<file path="src/rtl/tx_shaper_pkg.sv">
// Shared constants for the 4x oversampled RRC transmit pulse shaper:
// polyphase geometry, symbol codes and the 16-tap coefficient set.
package tx_shaper_pkg;

  localparam int unsigned OSR        = 4;
  localparam int unsigned SPAN       = 4;
  localparam int unsigned NTAPS      = OSR * SPAN;
  localparam int unsigned IDX_W      = $clog2(NTAPS);
  localparam int unsigned PHASE_W    = $clog2(OSR);
  localparam int unsigned SYM_W      = 2;
  localparam int unsigned PKG_COEF_W = 8;

  typedef logic signed [SYM_W-1:0]      sym_t;
  typedef logic signed [PKG_COEF_W-1:0] coef_t;

  localparam sym_t SYM_ZERO = 2'b00;
  localparam sym_t SYM_POS1 = 2'b01;
  localparam sym_t SYM_NEG1 = 2'b11;
  localparam sym_t SYM_NEG2 = 2'b10;

  // Root-raised-cosine, roll-off 0.35, symmetric, peak 127 at taps 7 and 8
  localparam coef_t COEF [NTAPS] = '{
    -8'sd2,  -8'sd6,  -8'sd8,  -8'sd2,
     8'sd14,  8'sd42,  8'sd84,  8'sd127,
     8'sd127, 8'sd84,  8'sd42,  8'sd14,
    -8'sd2,  -8'sd8,  -8'sd6,  -8'sd2
  };

endpackage

</file>
<file path="src/rtl/tx_pulse_shaper_rail.sv">
// One rail of the pulse shaper: 4-deep symbol delay line and polyphase
// multiply-accumulate, with a registered sample output.
module shaper_rail
  import tx_shaper_pkg::*;
#(
  parameter int unsigned COEF_W = 8,
  parameter int unsigned OUT_W  = 10
) (
  input  logic                     clk,
  input  logic                     rst_n,
  input  logic                     i_shift,
  input  logic [SYM_W-1:0]         i_sym,
  input  logic [PHASE_W-1:0]       i_phase,
  input  logic                     i_out_en,
  output logic signed [OUT_W-1:0]  o_shaped
);

  // Product of a coefficient and a 2-bit symbol plus growth for four taps
  localparam int unsigned ACC_W = COEF_W + SYM_W + 2;

  sym_t                    r_sym  [SPAN];
  logic signed [ACC_W-1:0] w_prod [SPAN];
  logic signed [ACC_W-1:0] w_acc;

  always_ff @(posedge clk or negedge rst_n) begin
    if (!rst_n) begin
      for (int k = 0; k < SPAN; k++) r_sym[k] <= '0;
    end else if (i_shift) begin
      r_sym[0] <= i_sym;
      for (int k = 1; k < SPAN; k++) r_sym[k] <= r_sym[k-1];
    end
  end

  // Tap k at phase p uses coefficient 4k+p, i.e. {k, p} as the index
  for (genvar k = 0; k < SPAN; k++) begin : g_tap
    logic [IDX_W-1:0] w_idx;
    assign w_idx     = {(IDX_W-PHASE_W)'(k), i_phase};
    assign w_prod[k] = ACC_W'(r_sym[k]) * ACC_W'(COEF[w_idx]);
  end

  always_comb begin
    w_acc = '0;
    for (int k = 0; k < SPAN; k++) w_acc = w_acc + w_prod[k];
  end

  always_ff @(posedge clk or negedge rst_n) begin
    if (!rst_n)        o_shaped <= '0;
    else if (i_out_en) o_shaped <= OUT_W'(w_acc);
  end

endmodule

</file>
<file path="src/rtl/tx_pulse_shaper.sv">
// 4x oversampling RRC pulse shaper for I/Q symbols with late-strobe detection.
// Optional SHAPER_FLUSH_EN: zero symbols are shifted in while stalled.
module tx_pulse_shaper
  import tx_shaper_pkg::*;
#(
  parameter int unsigned COEF_W = 8,
  parameter int unsigned OUT_W  = 10
) (
  input  logic                     clk_4megahz,
  input  logic                     rst_n,
  input  logic                     sym_en,
  input  logic [SYM_W-1:0]         diff_remapped_i,
  input  logic [SYM_W-1:0]         diff_remapped_q,
  output logic signed [OUT_W-1:0]  shaped_i,
  output logic signed [OUT_W-1:0]  shaped_q,
  output logic                     out_valid,
  output logic                     underrun
);

  localparam logic [PHASE_W-1:0] PHASE_LAST = PHASE_W'(OSR - 1);

  logic [PHASE_W-1:0] r_phase;
  logic               r_active;
  logic               w_late;
  logic               w_flush;
  logic               w_shift;
  logic [SYM_W-1:0]   w_sym_i;
  logic [SYM_W-1:0]   w_sym_q;

  // Phase 3 passed without a strobe; only meaningful once symbols have started
  assign w_late = r_active & ~sym_en & (r_phase == PHASE_LAST);

`ifdef SHAPER_FLUSH_EN
  localparam int unsigned FLUSH_W = $clog2(SPAN) + 1;

  logic [FLUSH_W-1:0] r_flush_cnt;

  assign w_flush = w_late & (r_flush_cnt < FLUSH_W'(SPAN));

  always_ff @(posedge clk_4megahz or negedge rst_n) begin
    if (!rst_n)       r_flush_cnt <= '0;
    else if (sym_en)  r_flush_cnt <= '0;
    else if (w_flush) r_flush_cnt <= r_flush_cnt + 1'b1;
  end
`else
  assign w_flush = 1'b0;
`endif

  assign w_shift = sym_en | w_flush;
  assign w_sym_i = sym_en ? diff_remapped_i : SYM_ZERO;
  assign w_sym_q = sym_en ? diff_remapped_q : SYM_ZERO;

  always_ff @(posedge clk_4megahz or negedge rst_n) begin
    if (!rst_n) begin
      r_phase   <= '0;
      r_active  <= 1'b0;
      out_valid <= 1'b0;
      underrun  <= 1'b0;
    end else begin
      if (sym_en) r_active <= 1'b1;
      out_valid <= out_valid | r_active;
      if (w_late) underrun <= 1'b1;
      // A strobe (early or on time) or a flush shift restarts the phase
      if (w_shift)
        r_phase <= '0;
      else if (r_active && (r_phase != PHASE_LAST))
        r_phase <= r_phase + 1'b1;
    end
  end

  shaper_rail #(
    .COEF_W (COEF_W),
    .OUT_W  (OUT_W)
  ) u_rail_i (
    .clk      (clk_4megahz),
    .rst_n    (rst_n),
    .i_shift  (w_shift),
    .i_sym    (w_sym_i),
    .i_phase  (r_phase),
    .i_out_en (r_active),
    .o_shaped (shaped_i)
  );

  shaper_rail #(
    .COEF_W (COEF_W),
    .OUT_W  (OUT_W)
  ) u_rail_q (
    .clk      (clk_4megahz),
    .rst_n    (rst_n),
    .i_shift  (w_shift),
    .i_sym    (w_sym_q),
    .i_phase  (r_phase),
    .i_out_en (r_active),
    .o_shaped (shaped_q)
  );

endmodule

</file>
<file path="config.mk">
export PLATFORM = sky130hd
export DESIGN_NAME = tx_pulse_shaper
export DESIGN_NICKNAME = d
export VERILOG_FILES = /design/src/rtl/tx_shaper_pkg.sv /design/src/rtl/tx_pulse_shaper_rail.sv /design/src/rtl/tx_pulse_shaper.sv
export SDC_FILE = /design/constraint.sdc
export NUM_CORES = 1
export LEC_CHECK = 0
export BUFFER_PORTS_ARGS = -buffer_cell sky130_fd_sc_hd__buf_2
export CORE_ASPECT_RATIO = 0.9
export CORE_MARGIN = 1
export CORE_UTILIZATION = 45
export DETAILED_ROUTE_END_ITERATION = 10
export GPL_TIMING_DRIVEN = 0
export PLACE_DENSITY = 0.63
export SLEW_MARGIN = 20
export SYNTH_ARGS = -nofsm -noshare
export SYNTH_HDL_FRONTEND = slang
export SYNTH_SLANG_ARGS = --single-unit
</file>
<file path="constraint.sdc">
create_clock -name clk_4megahz -period 11.8 [get_ports clk_4megahz]
set_input_delay 1.77 -clock clk_4megahz [delete_from_list [all_inputs] [get_ports clk_4megahz]]
set_output_delay 1.77 -clock clk_4megahz [all_outputs]
set_load 0.01 [all_outputs]
</file>
Yosys cells after proc, flatten, opt, wreduce, memory -nomap -nowiden
Memories as Yosys holds them, arrays and structs flattened. Index checks and enable logic that the tools add are counted.

Divide/modulo/power cells: 0. Magnitude comparators: 4. Muxes and demuxes: 10. Add/sub/neg operators: 7. Bitwise logic cells: 8. Reduce and logical (&&, ||, !) cells: 2. Shift-type cells: 0. Eq/ne operators: 2. Multipliers: 8.

Operators by type and width (count): multiplier 2 x 8 -> 10 bit (8); 2-to-1 mux 8 bit (8); adder 10 bit (6); greater-or-equal comparator 5 bit (second input constant) (4); NOT 4 -> 5 bit (2); NOT 2 -> 5 bit (1); NOT 3 -> 5 bit (1); 2-to-1 mux 2 bit (2); adder 2 x 1 -> 2 bit (second input constant) (1); AND 1 bit (2); equality test 2 bit (second input constant) (1); inequality test 2 bit (second input constant) (1); nonzero test 2 bit (1); logical AND 1 bit (1); NOT 1 bit (1); OR 1 bit (1).

Flip-flop bits (word level): 41. Memory bits (read-only): 512. Bits in latches: 0. Memories: 4. Word-level logic and storage cells: 59. Bits in writable memories: 0. Input bits: 7. Output and inout port bits: 22.

Memory list: (no name shown) (words 16, bits a word 8, read ports 1, clocked after memory_dff 0, wr ports 0, line tx_pulse_shaper_rail.sv:38) `assign w_prod[k] = ACC_W'(r_sym[k]) * ACC_W'(COEF[w_idx]);`; (no name shown) (words 16, bits a word 8, read ports 1, clocked after memory_dff 0, wr ports 0, line tx_pulse_shaper_rail.sv:38); (no name shown) (words 16, bits a word 8, read ports 1, clocked after memory_dff 0, wr ports 0, line tx_pulse_shaper_rail.sv:38); (no name shown) (words 16, bits a word 8, read ports 1, clocked after memory_dff 0, wr ports 0, line tx_pulse_shaper_rail.sv:38).

Depth between registers and ports, before layout
Word-level depth: 8. Depth in mapped cells: 19. Mapped depth without buffers: 18.

Modules after synthesis
Synthesis repeated with hierarchy kept, for this count alone.

Cell total of the unflattened synthesis: 478. Area total of the unflattened synthesis: 4926.0 µm².

By module, submodules not included: shaper_rail at u_rail_q (area each 2337.2 µm², sequential area each 450.4 µm², cells each 229, times used 1); shaper_rail at u_rail_i (area each 2336.0 µm², sequential area each 450.4 µm², cells each 228, times used 1); tx_pulse_shaper (area each 252.7 µm², sequential area each 125.1 µm², cells each 21, times used 1).

Worst setup path after synthesis
OpenSTA, ideal clock, no wires.

Path type: reg-to-reg. From: register r_phase[1]. To: register u_rail_i.o_shaped[8]. Path slack: 6.972 ns. Clock period less this slack: 4.828 ns. Path buffers: 1. Data required time: 11.662 ns. Setup time: 0.138 ns. Cell stages (with the launch flop): 17. Arrival: 4.689 ns. Path through: dfrtp_1 > inv_1 > ha_1 > clkbuf_1 > nor2_1 > fa_1 > inv_1 > fa_1 > inv_1 > fa_1 > ha_1 > ha_1 > a21o_1 > a21o_1 > a2111oi_4 > nor3_1 > or4b_1.

Longest elaborated chain between the ends: 8. Elaborated cells on any way between the ends: 23. Those cells by class: add/sub: 3; mul: 4; mux: 8; bitwise: 4; memory: 4.

RTL lines: from (decl) (line tx_pulse_shaper.sv:22) `logic [PHASE_W-1:0] r_phase;`; from (signal assigned) (line tx_pulse_shaper.sv:67) `r_phase <= r_phase + 1'b1;`; NOT 2 -> 5 bit (implied by the code) / NOT 3 -> 5 bit (equally long branches) (line tx_pulse_shaper_rail.sv:38); memory (16 x 8 bit); 2-to-1 mux 8 bit (implied by the code) (2 in a row) (line tx_pulse_shaper_rail.sv:38); multiplier 2 x 8 -> 10 bit (line tx_pulse_shaper_rail.sv:38); adder 10 bit (2 in a row) (line tx_pulse_shaper_rail.sv:43) `for (int k = 0; k < SPAN; k++) w_acc = w_acc + w_prod[k];`; adder 10 bit (*) (line tx_pulse_shaper_rail.sv:43); to (signal assigned) (line tx_pulse_shaper_rail.sv:48) `else if (i_out_en) o_shaped <= OUT_W'(w_acc);`; to (decl) (line tx_pulse_shaper_rail.sv:15) `output logic signed [OUT_W-1:0] o_shaped`.

Mark *: on every way between the ends. The rest lies on a longest branch, timed or not. The select of a mux whose other input is x is not followed. A chain may end at the register's enable or synchronous reset.

Final worst setup path
From: register r_phase[1]. To: register u_rail_i.o_shaped[9].

Same word-level chain as after synthesis.

==> flow_summary_export.csv <==
group,metric,value,unit
status,status,"finished, final reports clean",
floorplan,die_y,99.7,um
clock_tree,clk_latency,0.28,ns
clock_tree,ctsHtreeMaxLevel,2,
synthesis,synth_cells,471,
synthesis,syn_area,4770,um2
clock_tree,cts_resized,0,
detailed_routing,drt-total-wl,9.34,mm
timing,slew_headroom,0.502,
detailed_routing,wl_per_cell,14.7,um
timing,min_period_over_period,0.453,
grt,grt-ovfl-total,0,
grt,grt_usage,0.189,
min_path,hold_class,"flip-flop to flip-flop",
critical_path,criticalPathCategory,"flip-flop to flip-flop",
finish,n_antenna_cell,0,
critical_path,cp-start-kind,"flip-flop",
critical_path,crit_required,11.95,ns
clock_tree,path_clk_slew,0.06,ns
clock_tree,cts_root_buffer,"clkbuf_16",
grt,grt_pass1_vias,3407,
critical_path,cpMaxStageDelayCell,"fa_1",
timing,slew_viol_final,0,
timing,worst_slack,6.45,ns
timing,finalSetupViolCount,0,
clock_tree,post_cts_buffers,0,
floorplan,start_util,0.464,
place,pre_cts_slack,6.44,ns
floorplan,boundaryPins,29,
place,numPortBuffers,27,
timing,hold_violations,0,
detailed_routing,drtIter0Drc,106,
floorplan,core,10300,um2
synthesis,avgSynthCellArea,10.1,um2
finish,syn2layout_area_growth,9.93,%
critical_path,end_kind,"flip-flop",
grt,grt_max_degree,42,
detailed_routing,drtAntennaViolNets,0,
synthesis,ys_types,35,
synthesis,ys_ff_latch,41,
floorplan,die_x,111,um
floorplan,die_area,11000,um2
place,place_inst,627,
timing,tns,0,ns
critical_path,crit_chain,"inv_1 -> ha_1 -> clkbuf_1 -> nor2_1 -> fa_1 -> ha_1 -> inv_1 -> fa_1 -> fa_1 -> inv_1 -> ha_1 -> fa_1 -> a21o_1 -> a2111oi_2 -> a21oi_1 -> xnor2_1 -> a21oi_1",
critical_path,crit_top_cell,"fa_1",
synthesis,ys_warn_count,0,
floorplan,rows,35,
synthesis,synth-edff-count,0,
finish,fin_util,0.510,
detailed_routing,routed-via-count,3208,
critical_path,slowest_delay,0.54,ns
place,gp_congestion,0.831,
finish,final_cells,636,
finish,nets,628,
place,dpl.hpwl,7.60,mm
critical_path,crit_arrival,5.50,ns
grt,antenna_found_initial,0,
detailed_routing,viasPerCell,5.04,
timing,max_freq,187,MHz
grt,grt_pass1_wl,16.4,mm
clock_tree,cts_tree,"done",
clock_tree,cts_made_buffers,5,
timing,rsz0062_at_grt,"no",
clock_tree,cts.sinks,41,
synthesis,ys_seq_area_frac,0.215,
clock_tree,cts.path.max_buffers,2,
flow_run,max-cap-violations,0,
critical_path,worstPathMaxFanout,10,
timing,tightestPinTransition,0.729,ns
timing,layout_min_cycle_time,5.35,ns
detailed_routing,drc,0,
clock_tree,ctsHoldBuffers,0,
detailed_routing,first_pass_iters,4,
synthesis,synthFlopType,"dfrtp_1",
synthesis,synth_fp_nets,593,
finish,drive_gt1_frac,0.128,
timing,finalClockSkew,0.00698,ns
synthesis,async_flop_share,1.00,
[cell usage in the layout, fill, tap and decap left out, types with 3 or more instances in the layout]
cell type / n
a21o_1: 6
a21oi_1: 13
and2_1: 14
and3_1: 4
buf_2: 27
clkbuf_1: 9
clkbuf_16: 5
dfrtp_1: 41
fa_1: 72
ha_1: 43
inv_1: 111
mux2_2: 19
nand2_1: 23
nand2b_1: 11
nand3b_1: 4
nor2_1: 25
nor2b_1: 9
o2111ai_1: 4
o21a_1: 3
o21ai_0: 11
or2_2: 4
xnor2_1: 22
xor2_1: 3
[critical path, delay by kind of cell, from the launching register on]
| kind | cells | cell delay [ns] |
|---|---|---|
| adders and majority gates | 7 | 2.68 |
| xor gates and xnor gates | 1 | 0.29 |
| DFF | 1 | 0.50 |
| buffers and inverters | 4 | 0.67 |
| and+or+nand+nor | 1 | 0.14 |
| AOI/OAI and AO/OA | 4 | 0.96 |
[metrics by stage]
stage / cell area (um2) / hold WS, ns
CTS: 5230 / 0.470
global placement: 5070 / 0.450
detailed placement: 5070 / 0.453
floorplan: 4770 / 0.510
global route: 5250 / 0.494
finish: 5250 / 0.461
[synth_stat cells, drive strengths merged (3+ instances only)]
cell | count | area share
fa | 72 | 0.30
clkbuf | 9 | 0.0071
a21o | 6 | 0.0094
dfrtp | 41 | 0.21
nand3b | 4 | 0.0063
mux2 | 19 | 0.045
and2 | 14 | 0.018
and3 | 4 | 0.0052
or2 | 4 | 0.0052
inv | 111 | 0.087
a2111oi | 4 | 0.014
nor2b | 9 | 0.012
nor2 | 25 | 0.020
nand2 | 23 | 0.018
or4b | 3 | 0.0063
o21ai | 11 | 0.012
ha | 43 | 0.11
nand2b | 11 | 0.014
o2111ai | 4 | 0.0073
o21a | 3 | 0.0047
a21oi | 13 | 0.014
xnor2 | 22 | 0.040
xor2 | 3 | 0.0055
[layer usage]
metal,track usage,up-vias,part of all wire
li1,-,1520,-
met1,0.276,1612,0.48
met2,0.303,65,0.45
met3,0.0225,11,0.053
met4,0.0431,0,0.013
met5,0,-,0
[area by class of cell]
class | instances | area [um2]
Inverter | 111 | 417
Timing Repair Buffer | 28 | 155
Multi-Input combinational cell | 310 | 3300
Tap cell | 129 | 161
Clock buffer | 7 | 153
Clock inverter | 1 | 5.00
Buffer | 9 | 33.8
Sequential cell | 41 | 1030
Fill cell | 959 | 5040
[worst paths after layout]
path / start / end / slack (ns) / depth (start not counted)
max: r_phase[1]$_DFFE_PN0P_ / u_rail_i.o_shaped[9]$_DFFE_PN0P_ / 6.45 / 17
min: out_valid$_DFF_PN0_ / out_valid$_DFF_PN0_ / 0.46 / 1
max reg2reg: r_phase[1]$_DFFE_PN0P_ / u_rail_i.o_shaped[9]$_DFFE_PN0P_ / 6.45 / 17
min reg2reg: out_valid$_DFF_PN0_ / out_valid$_DFF_PN0_ / 0.46 / 1
max in group asynchronous: rst_n / u_rail_q.r_sym[5]$_DFFE_PN0P_ / 9.96 / 2
min in group asynchronous: rst_n / u_rail_q.o_shaped[9]$_DFFE_PN0P_ / 1.36 / 1
[cell families after synthesis]
logic type,after synthesis,share of synthesized area
compound gates,43,0.0637
xor+xnor,25,0.0459
fa+ha+maj,115,0.415
buf+inv,120,0.0944
flops,41,0.215
mux,21,0.0490
simple gates,106,0.117
[sequential cells by signal, indices dropped and copies added (netlist names)]
register	count
u_rail_q.r_sym	8
r_phase	2
underrun	1
u_rail_i.o_shaped	10
u_rail_i.r_sym	8
u_rail_q.o_shaped	10
r_active	1
out_valid	1
Power is left out: the tool's default activity adds up to more than one toggle a clock period on the data nets, which glitch-free logic cannot reach.
